### config.mk
export PLATFORM = sky130hd
export DESIGN_NAME = rmii_tx
export DESIGN_NICKNAME = d
export VERILOG_FILES = /design/src/rtl/eth_pkg.sv /design/src/rtl/eth_crc32_2b.sv /design/src/rtl/rmii_tx.sv
export SDC_FILE = /design/constraint.sdc
export NUM_CORES = 1
export LEC_CHECK = 0
export ABC_AREA = 1
export BUFFER_PORTS_ARGS = -buffer_cell sky130_fd_sc_hd__buf_2
export CAP_MARGIN = 20
export CORE_ASPECT_RATIO = 0.75
export CORE_MARGIN = 10
export CORE_UTILIZATION = 55
export DETAILED_ROUTE_END_ITERATION = 8
export GPL_TIMING_DRIVEN = 0
export PLACE_DENSITY = 0.73
export SYNTH_ARGS = -nofsm -noshare
export SYNTH_HDL_FRONTEND = slang
export SYNTH_SLANG_ARGS = --single-unit
### constraint.sdc
create_clock -name eth_clk -period 5.6 [get_ports eth_clk]
set_input_delay 0.56 -clock eth_clk [delete_from_list [all_inputs] [get_ports eth_clk]]
set_output_delay 0.56 -clock eth_clk [all_outputs]
set_load 0.02 [all_outputs]
### src/rtl/eth_pkg.sv
// rtl/eth_pkg.sv - shared Ethernet constants and TX framer state encoding
package eth_pkg;

   typedef enum logic [2:0] {
      ST_IDLE     = 3'd0,
      ST_PREAMBLE = 3'd1,
      ST_DATA     = 3'd2,
      ST_PAD      = 3'd3,
      ST_FCS      = 3'd4,
      ST_IFG      = 3'd5
   } tx_state_e;

   localparam logic [7:0]  PREAMBLE_BYTE = 8'h55;
   localparam logic [7:0]  SFD_BYTE      = 8'hD5;
   localparam logic [31:0] CRC_POLY      = 32'hEDB8_8320;
   localparam logic [31:0] CRC_INIT      = 32'hFFFF_FFFF;
   localparam logic [31:0] CRC_RESIDUE   = 32'hDEBB_20E3;

endpackage

### src/rtl/eth_crc32_2b.sv
// rtl/eth_crc32_2b.sv - reflected CRC-32 next state for one dibit, bit [0] first
module eth_crc32_2b
   import eth_pkg::*;
(
   input  logic [31:0] crc,
   input  logic [1:0]  dibit,
   output logic [31:0] crc_next
);

   logic [31:0] crc_mid;

   always_comb begin
      crc_mid  = {1'b0, crc[31:1]} ^ ((crc[0] ^ dibit[0]) ? CRC_POLY : 32'h0);
      crc_next = {1'b0, crc_mid[31:1]} ^ ((crc_mid[0] ^ dibit[1]) ? CRC_POLY : 32'h0);
   end

endmodule

### src/rtl/rmii_tx.sv
// rtl/rmii_tx.sv - RMII transmit framer: preamble, SFD, payload, pad, FCS, IFG
module rmii_tx
   import eth_pkg::*;
#(
   parameter int MIN_FRAME = 60,
   parameter int IFG_BYTES = 12
) (
   input  logic       eth_clk,
   input  logic       rst,
   input  logic [7:0] tx_data,
   input  logic       tx_valid,
   input  logic       tx_last,
   output logic       tx_ready,
   output logic       eth_txen,
   output logic [1:0] eth_tx,
   output logic       busy,
   output logic       tx_done,
   output logic       tx_err
);

   localparam int          IFG_CLKS = IFG_BYTES * 4;
   localparam int          IFG_W    = (IFG_CLKS > 2) ? $clog2(IFG_CLKS) : 1;
   localparam logic [10:0] MIN_CNT  = 11'(MIN_FRAME);

   tx_state_e        state;
   logic [5:0]       sr;          // dibits of the byte on the wire not yet driven
   logic [1:0]       slot;
   logic [2:0]       pre_idx;
   logic [3:0]       fcs_idx;
   logic [IFG_W-1:0] ifg_cnt;
   logic [10:0]      byte_cnt;
   logic [10:0]      cnt_inc;
   logic             last;
   logic [31:0]      crc;
   logic [31:0]      crc_next;
   logic [7:0]       pre_next;
   logic             take;
   logic             starve;

   eth_crc32_2b u_crc (
      .crc      (crc),
      .dibit    (eth_tx),
      .crc_next (crc_next)
   );

   always_comb begin
      tx_ready = ((state == ST_PREAMBLE) && (pre_idx == 3'd7) && (slot == 2'd3)) ||
                 ((state == ST_DATA) && (slot == 2'd3) && !last);
      take     = tx_ready && tx_valid;
      starve   = tx_ready && !tx_valid;
      busy     = (state != ST_IDLE);
      pre_next = (pre_idx == 3'd6) ? SFD_BYTE : PREAMBLE_BYTE;
      cnt_inc  = (byte_cnt == 11'h7FF) ? byte_cnt : byte_cnt + 11'd1;
   end

   // The CRC register absorbs whatever dibit is on the wire while in DATA or PAD.
   always_ff @(posedge eth_clk) begin
      tx_done <= 1'b0;
      tx_err  <= 1'b0;
      if (rst) begin
         state    <= ST_IDLE;
         eth_txen <= 1'b0;
         eth_tx   <= 2'b00;
         sr       <= 6'd0;
         slot     <= 2'd0;
         pre_idx  <= 3'd0;
         fcs_idx  <= 4'd0;
         ifg_cnt  <= '0;
         byte_cnt <= 11'd0;
         last     <= 1'b0;
         crc      <= CRC_INIT;
      end else begin
         case (state)
            ST_IDLE: begin
               if (tx_valid) begin
                  state    <= ST_PREAMBLE;
                  eth_txen <= 1'b1;
                  eth_tx   <= PREAMBLE_BYTE[1:0];
                  sr       <= PREAMBLE_BYTE[7:2];
                  slot     <= 2'd0;
                  pre_idx  <= 3'd0;
                  byte_cnt <= 11'd0;
               end
            end
            ST_PREAMBLE: begin
               if (take) begin
                  crc      <= CRC_INIT;
                  state    <= ST_DATA;
                  sr       <= tx_data[7:2];
                  eth_tx   <= tx_data[1:0];
                  last     <= tx_last;
                  slot     <= 2'd0;
                  byte_cnt <= cnt_inc;
               end else if (starve) begin
                  state    <= ST_IFG;
                  eth_txen <= 1'b0;
                  eth_tx   <= 2'b00;
                  tx_err   <= 1'b1;
                  ifg_cnt  <= '0;
               end else if (slot != 2'd3) begin
                  sr     <= {2'b00, sr[5:2]};
                  eth_tx <= sr[1:0];
                  slot   <= slot + 2'd1;
               end else begin
                  pre_idx <= pre_idx + 3'd1;
                  slot    <= 2'd0;
                  sr      <= pre_next[7:2];
                  eth_tx  <= pre_next[1:0];
               end
            end
            ST_DATA, ST_PAD: begin
               crc <= crc_next;
               if (take) begin
                  sr       <= tx_data[7:2];
                  eth_tx   <= tx_data[1:0];
                  last     <= tx_last;
                  slot     <= 2'd0;
                  byte_cnt <= cnt_inc;
               end else if (starve) begin
                  state    <= ST_IFG;
                  eth_txen <= 1'b0;
                  eth_tx   <= 2'b00;
                  tx_err   <= 1'b1;
                  ifg_cnt  <= '0;
               end else if (slot != 2'd3) begin
                  sr     <= {2'b00, sr[5:2]};
                  eth_tx <= sr[1:0];
                  slot   <= slot + 2'd1;
               end else if (byte_cnt < MIN_CNT) begin
                  state    <= ST_PAD;
                  sr       <= 6'd0;
                  eth_tx   <= 2'b00;
                  slot     <= 2'd0;
                  byte_cnt <= cnt_inc;
               end else begin
                  state   <= ST_FCS;
                  eth_tx  <= ~crc_next[1:0];
                  fcs_idx <= 4'd0;
               end
            end
            ST_FCS: begin
               if (fcs_idx == 4'd15) begin
                  state    <= ST_IFG;
                  eth_txen <= 1'b0;
                  eth_tx   <= 2'b00;
                  ifg_cnt  <= '0;
               end else begin
                  eth_tx  <= ~crc[3:2];
                  crc     <= {2'b00, crc[31:2]};
                  fcs_idx <= fcs_idx + 4'd1;
                  tx_done <= (fcs_idx == 4'd14);
               end
            end
            ST_IFG: begin
               if (ifg_cnt == IFG_W'(IFG_CLKS - 1)) begin
                  state <= ST_IDLE;
               end else begin
                  ifg_cnt <= ifg_cnt + IFG_W'(1);
               end
            end
            default: begin
               state    <= ST_IDLE;
               eth_txen <= 1'b0;
               eth_tx   <= 2'b00;
            end
         endcase
      end
   end

endmodule

; ---- Word-level counts from Yosys, hierarchy flattened
; Index checks and enable logic that the tools add are counted.
[word_totals]
ff_bits = 73
output_inout_bits = 7
elab_cells = 167
input_bits = 12
[classes]
n_reduce_logical = 30
order_cmp = 1
add_sub_neg = 5
bitwise_logic = 9
n_eq_ne = 35
n_mux = 74
[ops]
columns = operator, count
row1 = $mux W32, 4
row2 = $pmux W32 S3, 1
row3 = $mux W11, 7
row4 = $mux W6, 12
row5 = $xor A31 B32 Y32, 2
row6 = $mux W3, 13
row7 = $pmux W6 S3, 2
row8 = $mux W2, 17
row9 = $pmux W11 S3, 1
row10 = $ne A2 B2 Y1 const B, 15
row11 = $mux W4, 5
row12 = $reduce_and A5 Y1, 4
row13 = $ne A3 B3 Y1 const B, 6
row14 = $reduce_and A6 Y1, 3
row15 = $pmux W3 S5, 1
row16 = $eq A3 B3 Y1 const B, 4
row17 = $reduce_bool A3 Y1, 4
row18 = $add A11 B1 Y11 const B, 1
row19 = $eq A11 B11 Y1 const B, 1
row20 = $lt A11 B6 Y1 const B, 1
row21 = $pmux W2 S5, 1
row22 = $reduce_or A3 Y1, 3
row23 = $eq A4 B4 Y1 const B, 2
row24 = $mux W8, 1
row25 = other kinds (26), 43

; ---- Logic depth before layout (Yosys ltp)
[depth]
ltp_word = 12
depth_mapped = 12
mapped_depth_nobuf = 12

; ---- Hierarchy
; From an unflattened synthesis, not the netlist that was laid out.
[hier_totals]
hier_cells = 680
hier_area_um2 = 4506.8
[by_module_without_submodules]
columns = mod, cells_per_inst, instances, area_each_um2, seq_area_each_um2
row1 = rmii_tx, 603, 1, 4061.4, 1461.4
row2 = eth_crc32_2b, 77, 1, 445.4, 0.0

; ---- Least setup slack after synthesis
; OpenSTA, ideal clock, no wires.
[synth_path]
path_type = flip-flop to flip-flop
from = reg pre_idx[1]
to = reg byte_cnt[4]
n_path_buf = 1
path_stages_with_launch = 13
arrival_time_ns = 1.653
period_less_slack_ns = 1.766
required_ns = 5.487
setup_time_ns = 0.113
setup_slack_ns = 3.834
path_cell_list = dfxtp_1 -> ha_1 -> ha_1 -> nand4_1 -> nand2_4 -> nand3_4 -> nand2_4 -> inv_4 -> nor2_8 -> nand3_4 -> buf_6 -> nor2_1 -> nor2_1
[synth_between]
elab_chain_len = 7
elab_cells_between_ends = 13
classes_between = eq/ne: 5 / mux: 2 / reduce/logical: 6
[synth_rtl]
columns = item, line_no
row1 = "start, declared", rmii_tx.sv:28  ; logic [2:0] pre_idx;
row2 = "start signal, assigned", rmii_tx.sv:105  ; pre_idx <= pre_idx + 3'd1;
row3 = $eq A3 B3 Y1 (*), rmii_tx.sv:47  ; tx_ready = ((state == ST_PREAMBLE) && (pre_idx == 3'd7) && (slot == 2'd3)) ||
row4 = $logic_and A1 B1 Y1 (*) (2 in series), rmii_tx.sv:47
row5 = $logic_or A1 B1 Y1 (*), rmii_tx.sv:47
row6 = "$logic_and A1 B1 Y1, on equally long branches", "rmii_tx.sv:49, rmii_tx.sv:50"
row7 = $ne A3 B3 Y1 (no source line) (tied with other cells), n/a
row8 = $reduce_and A6 Y1 (no source line) or $pmux W11 S3 (tied branches), n/a
row9 = "end signal, assigned", rmii_tx.sv:93  ; byte_cnt <= cnt_inc;
row10 = "end signal, assigned", rmii_tx.sv:118  ; byte_cnt <= cnt_inc;
row11 = "end signal, assigned", rmii_tx.sv:134  ; byte_cnt <= cnt_inc;
row12 = "end, declared", rmii_tx.sv:31  ; logic [10:0] byte_cnt;
; Mark *: on every way between the ends. The rest lies on a longest branch, timed or not.
; A chain may end at the register's enable or synchronous reset.

; ---- Worst setup path in the final report
[layout_path]
from = reg pre_idx[1]
to = out tx_ready
[layout_between]
elab_chain_len = 4
[layout_rtl]
columns = item, line_no
row1 = $eq A3 B3 Y1, rmii_tx.sv:47
row2 = $logic_and A1 B1 Y1 (2 in series), rmii_tx.sv:47
row3 = $logic_or A1 B1 Y1, rmii_tx.sv:47
row4 = "end, declared", rmii_tx.sv:13  ; output logic tx_ready,
; Every way passes these cells.

==> flow_summary.toml <==
[place]
place_ws_ns = 3.50
gp_congestion = 0.946
place_area_um2 = 4220
hpwlAfterDp_um = 7420
port_buffers = 17

[logic_synthesis]
synth_mux_area_share_pct = 0
synth_top_family_by_area = "simple AND/OR/NAND/NOR gates"
synth_top_cell_by_area = "dfxtp_1"
seq_area_frac_synth_pct = 36.4
synthXorXnorAreaFrac_pct = 2.18
synth-edff-count = 0
ys_ff_latch = 73
synth_top_area_share_pct = 36.4
synth_adder_area_share_pct = 2.50
yosys.area_share.simple_pct = 32.3
synth_area_leaders = "dfxtp_1, nand2_1, nor2_1"
yosys_warnings = 0
async_flop_share_pct = 0
syn_area_um2 = 4010
yosysUniqueCellTypes = 35
syn_avg_cell_area_um2 = 6.78
synthesis.nets = 612
ys.flop_type = "dfxtp_1"
syn_inst = 592
synth_compound_area_share_pct = 17.2

[clocking]
clk_latency_ns = 0.36
root_buffer = "clkbuf_8"
cts_made_buffers = 9
path_clk_slew_ns = 0.08
cts_tree = "done"
clock_sinks = 73
htreeDepth = 3
post_cts.repair.setup_buffers = 0
clockBufferDepth = 2
postCtsResizedCells = 0
cts_hold_buf = 0

[sta]
max_freq_mhz = 450
fin_crit_sh_pct = 39.7
fin_skew_ns = 0.00755
finalSetupViolCount = 0
setup-tns-final_ns = 0
tightestPinTransition_ns = 0.637
min_period_ns = 2.22
slew_headroom_pct = 57.5
rsz0062_at_grt = "false"
hold_viol = 0
layout_setup_ws_ns = 3.38
slew_violations = 0

[floorplanning]
start_util_pct = 57.6
ios = 19
die-area_um2 = 11100
fp.dieW_um = 119
rows = 26
die_y_um = 94.0
core_um2 = 6960

[final_layout]
antenna_cells = 0
seqCellArea_um2 = 1460
post_route_cells_drive_above_1_share_pct = 12.2
utilization_pct = 63.7
num-nets-final = 640
syn_to_final_growth_pct = 10.5
fill_cells = 658
final_area_um2 = 4430
multiInputGateArea_um2 = 2170

[grt]
grt_pass1_wl_um = 17300
grt_usage_pct = 18.8
grt_pass1_vias = 3637
grt_max_degree = 14
grt-ovfl-total = 0
antenna_found_initial = 0

[power_and_ir_drop]
p_int_w = 0.00128
pwr-share-comb_pct = 48.0
p_sw_w = 0.00109
peakVddDrop_mv = 0.262
power.leakage_nw = 1.96
pwr-share-clk_pct = 18.9
power.density_nw_per_um2 = 534
sw_frac_of_total_pct = 46.1
seqPwrFrac_pct = 33.1

[critical_path]
crit_path_start_kind = "register"
critPathMaxFanout = 6
path_class = "register to output pin"
endpoint_kind = "output pin"
arrival_ns = 1.66
setup.worst_path.start = "pre_idx[1]$_SDFFE_PP0P_"
worstPathRequired_ns = 5.04
r2r_start = "slot[0]$_SDFFE_PP0P_"

[route]
drtIter0Drc = 448
num_vias = 3951
postRouteAntennaNets = 0
remaining_drc_errors = 0
avgViaCountPerCell = 5.46
wl_um = 10300
dr.pass1.iters = 7
wl_per_cell_um = 14.3

[run]
max_cap_viol_count = 0

[worst_hold_path]
hp-class = "register to register"
hp-start = "crc[13]$_SDFFE_PP1P_"

[status]
outcome = "finished clean"
## layout by cell type (no fill, tap or decap), types with 2 or more instances in the layout
cell        count
nor3b_1         3
clkinvlp_4      2
o21ai_0        55
xor2_1          5
nor3_1          8
nand2_4         4
nor2_8          2
nand2_1       122
inv_2          10
or2_2           3
nand3_4         2
a21oi_1        50
nor2_2          3
buf_1           2
nand4_1        14
nand3_1        34
dfxtp_1        73
clkbuf_1       12
xnor2_1         5
nand3_2         3
buf_4           3
buf_6           2
o211ai_1       14
ha_1            8
nand2_2         5
inv_1          59
clkbuf_8       11
nor2_1         76
o21ai_1         5
buf_2          20
## layout make-up
type / count / area share, %
Buffer: 22 / 2.54
Clock buffer: 11 / 3.42
Clock inverter: 5 / 1.41
Inverter: 70 / 5.98
Multi-Input combinational cell: 427 / 49.0
Sequential cell: 73 / 33.0
Tap cell: 98 / 2.77
Timing Repair Buffer: 17 / 1.92
## worst max-delay path, stage by stage, from the launching register on
cell and delay (ns):
dfxtp_1 0.36, ha_1 0.15, ha_1 0.14, nand4_1 0.14, nand2_4 0.14, nand2_1 0.08
inv_1 0.10, buf_2 0.17
## per-layer routing
layer  global-route usage [%]  up-vias  share of wire [%]
li1                         -     1994                  -
met1                     25.9     1799                 48
met3                     4.92       17                7.5
met5                        0        -                  0
met4                     5.68        0                1.2
met2                     28.3      141                 43
## metrics by stage
step	hold WS [ns]	cells	total power, W
after floorplan	0.428	592	0.00162
after detailed placement	0.443	707	0.00190
after CTS	0.461	723	0.00235
after global routing	0.481	723	0.00255
after global placement	0.435	707	0.00187
final	0.458	723	0.00237
## logic make-up after synthesis
logic type      count (synthesis)
compound gates                128
simple gates                  281
xor+xnor                       10
fa+ha+maj                       8
flops                          73
buf+inv                        92
## worst paths after layout
kind / to / slack, ns / cells past startpoint
worst min-delay path: crc[13]$_SDFFE_PP1P_ / 0.46 / 2
worst max register to register: byte_cnt[3]$_SDFFE_PP0P_ / 3.49 / 9
worst min register to register: crc[13]$_SDFFE_PP1P_ / 0.46 / 2
worst max-delay path: tx_ready / 3.38 / 7
## sequential cells by signal (all words and copies together) (netlist names)
register and cells:
tx_done 1, tx_err 1, last 1, fcs_idx 4
eth_tx 2, eth_txen 1, state 3, slot 2
sr 6, pre_idx 3, ifg_cnt 6, byte_cnt 11
crc 32
## cells in the mapped netlist (2+ instances only)
library cell	instances
nor2_1	76
xor2_1	5
or2_2	3
a21oi_1	50
nor2_2	3
buf_4	3
nand2_1	122
o211ai_1	14
nand2_2	5
xnor2_1	5
o21ai_0	55
buf_2	3
buf_6	2
nand3_1	34
nand2_4	4
o21ai_1	5
nand3_2	3
nor2_8	2
nand3_4	2
buf_1	2
ha_1	8
inv_2	10
clkbuf_1	12
nor3_1	8
nor3b_1	3
dfxtp_1	73
inv_1	59
nand4_1	14
## power by group through the flow
stage	Combinational [W]	Sequential [W]	Clock [W]
5_1_grt	0.00128	0.000805	0.000469
6_report	0.00114	0.000784	0.000448
4_1_cts	0.00112	0.000781	0.000452
3_5_place_dp	0.00111	0.000792	0
2_1_floorplan	0.000846	0.000774	0
3_3_place_gp	0.00108	0.000787	0
No activity file was read; power rests on OpenSTA's default activity.
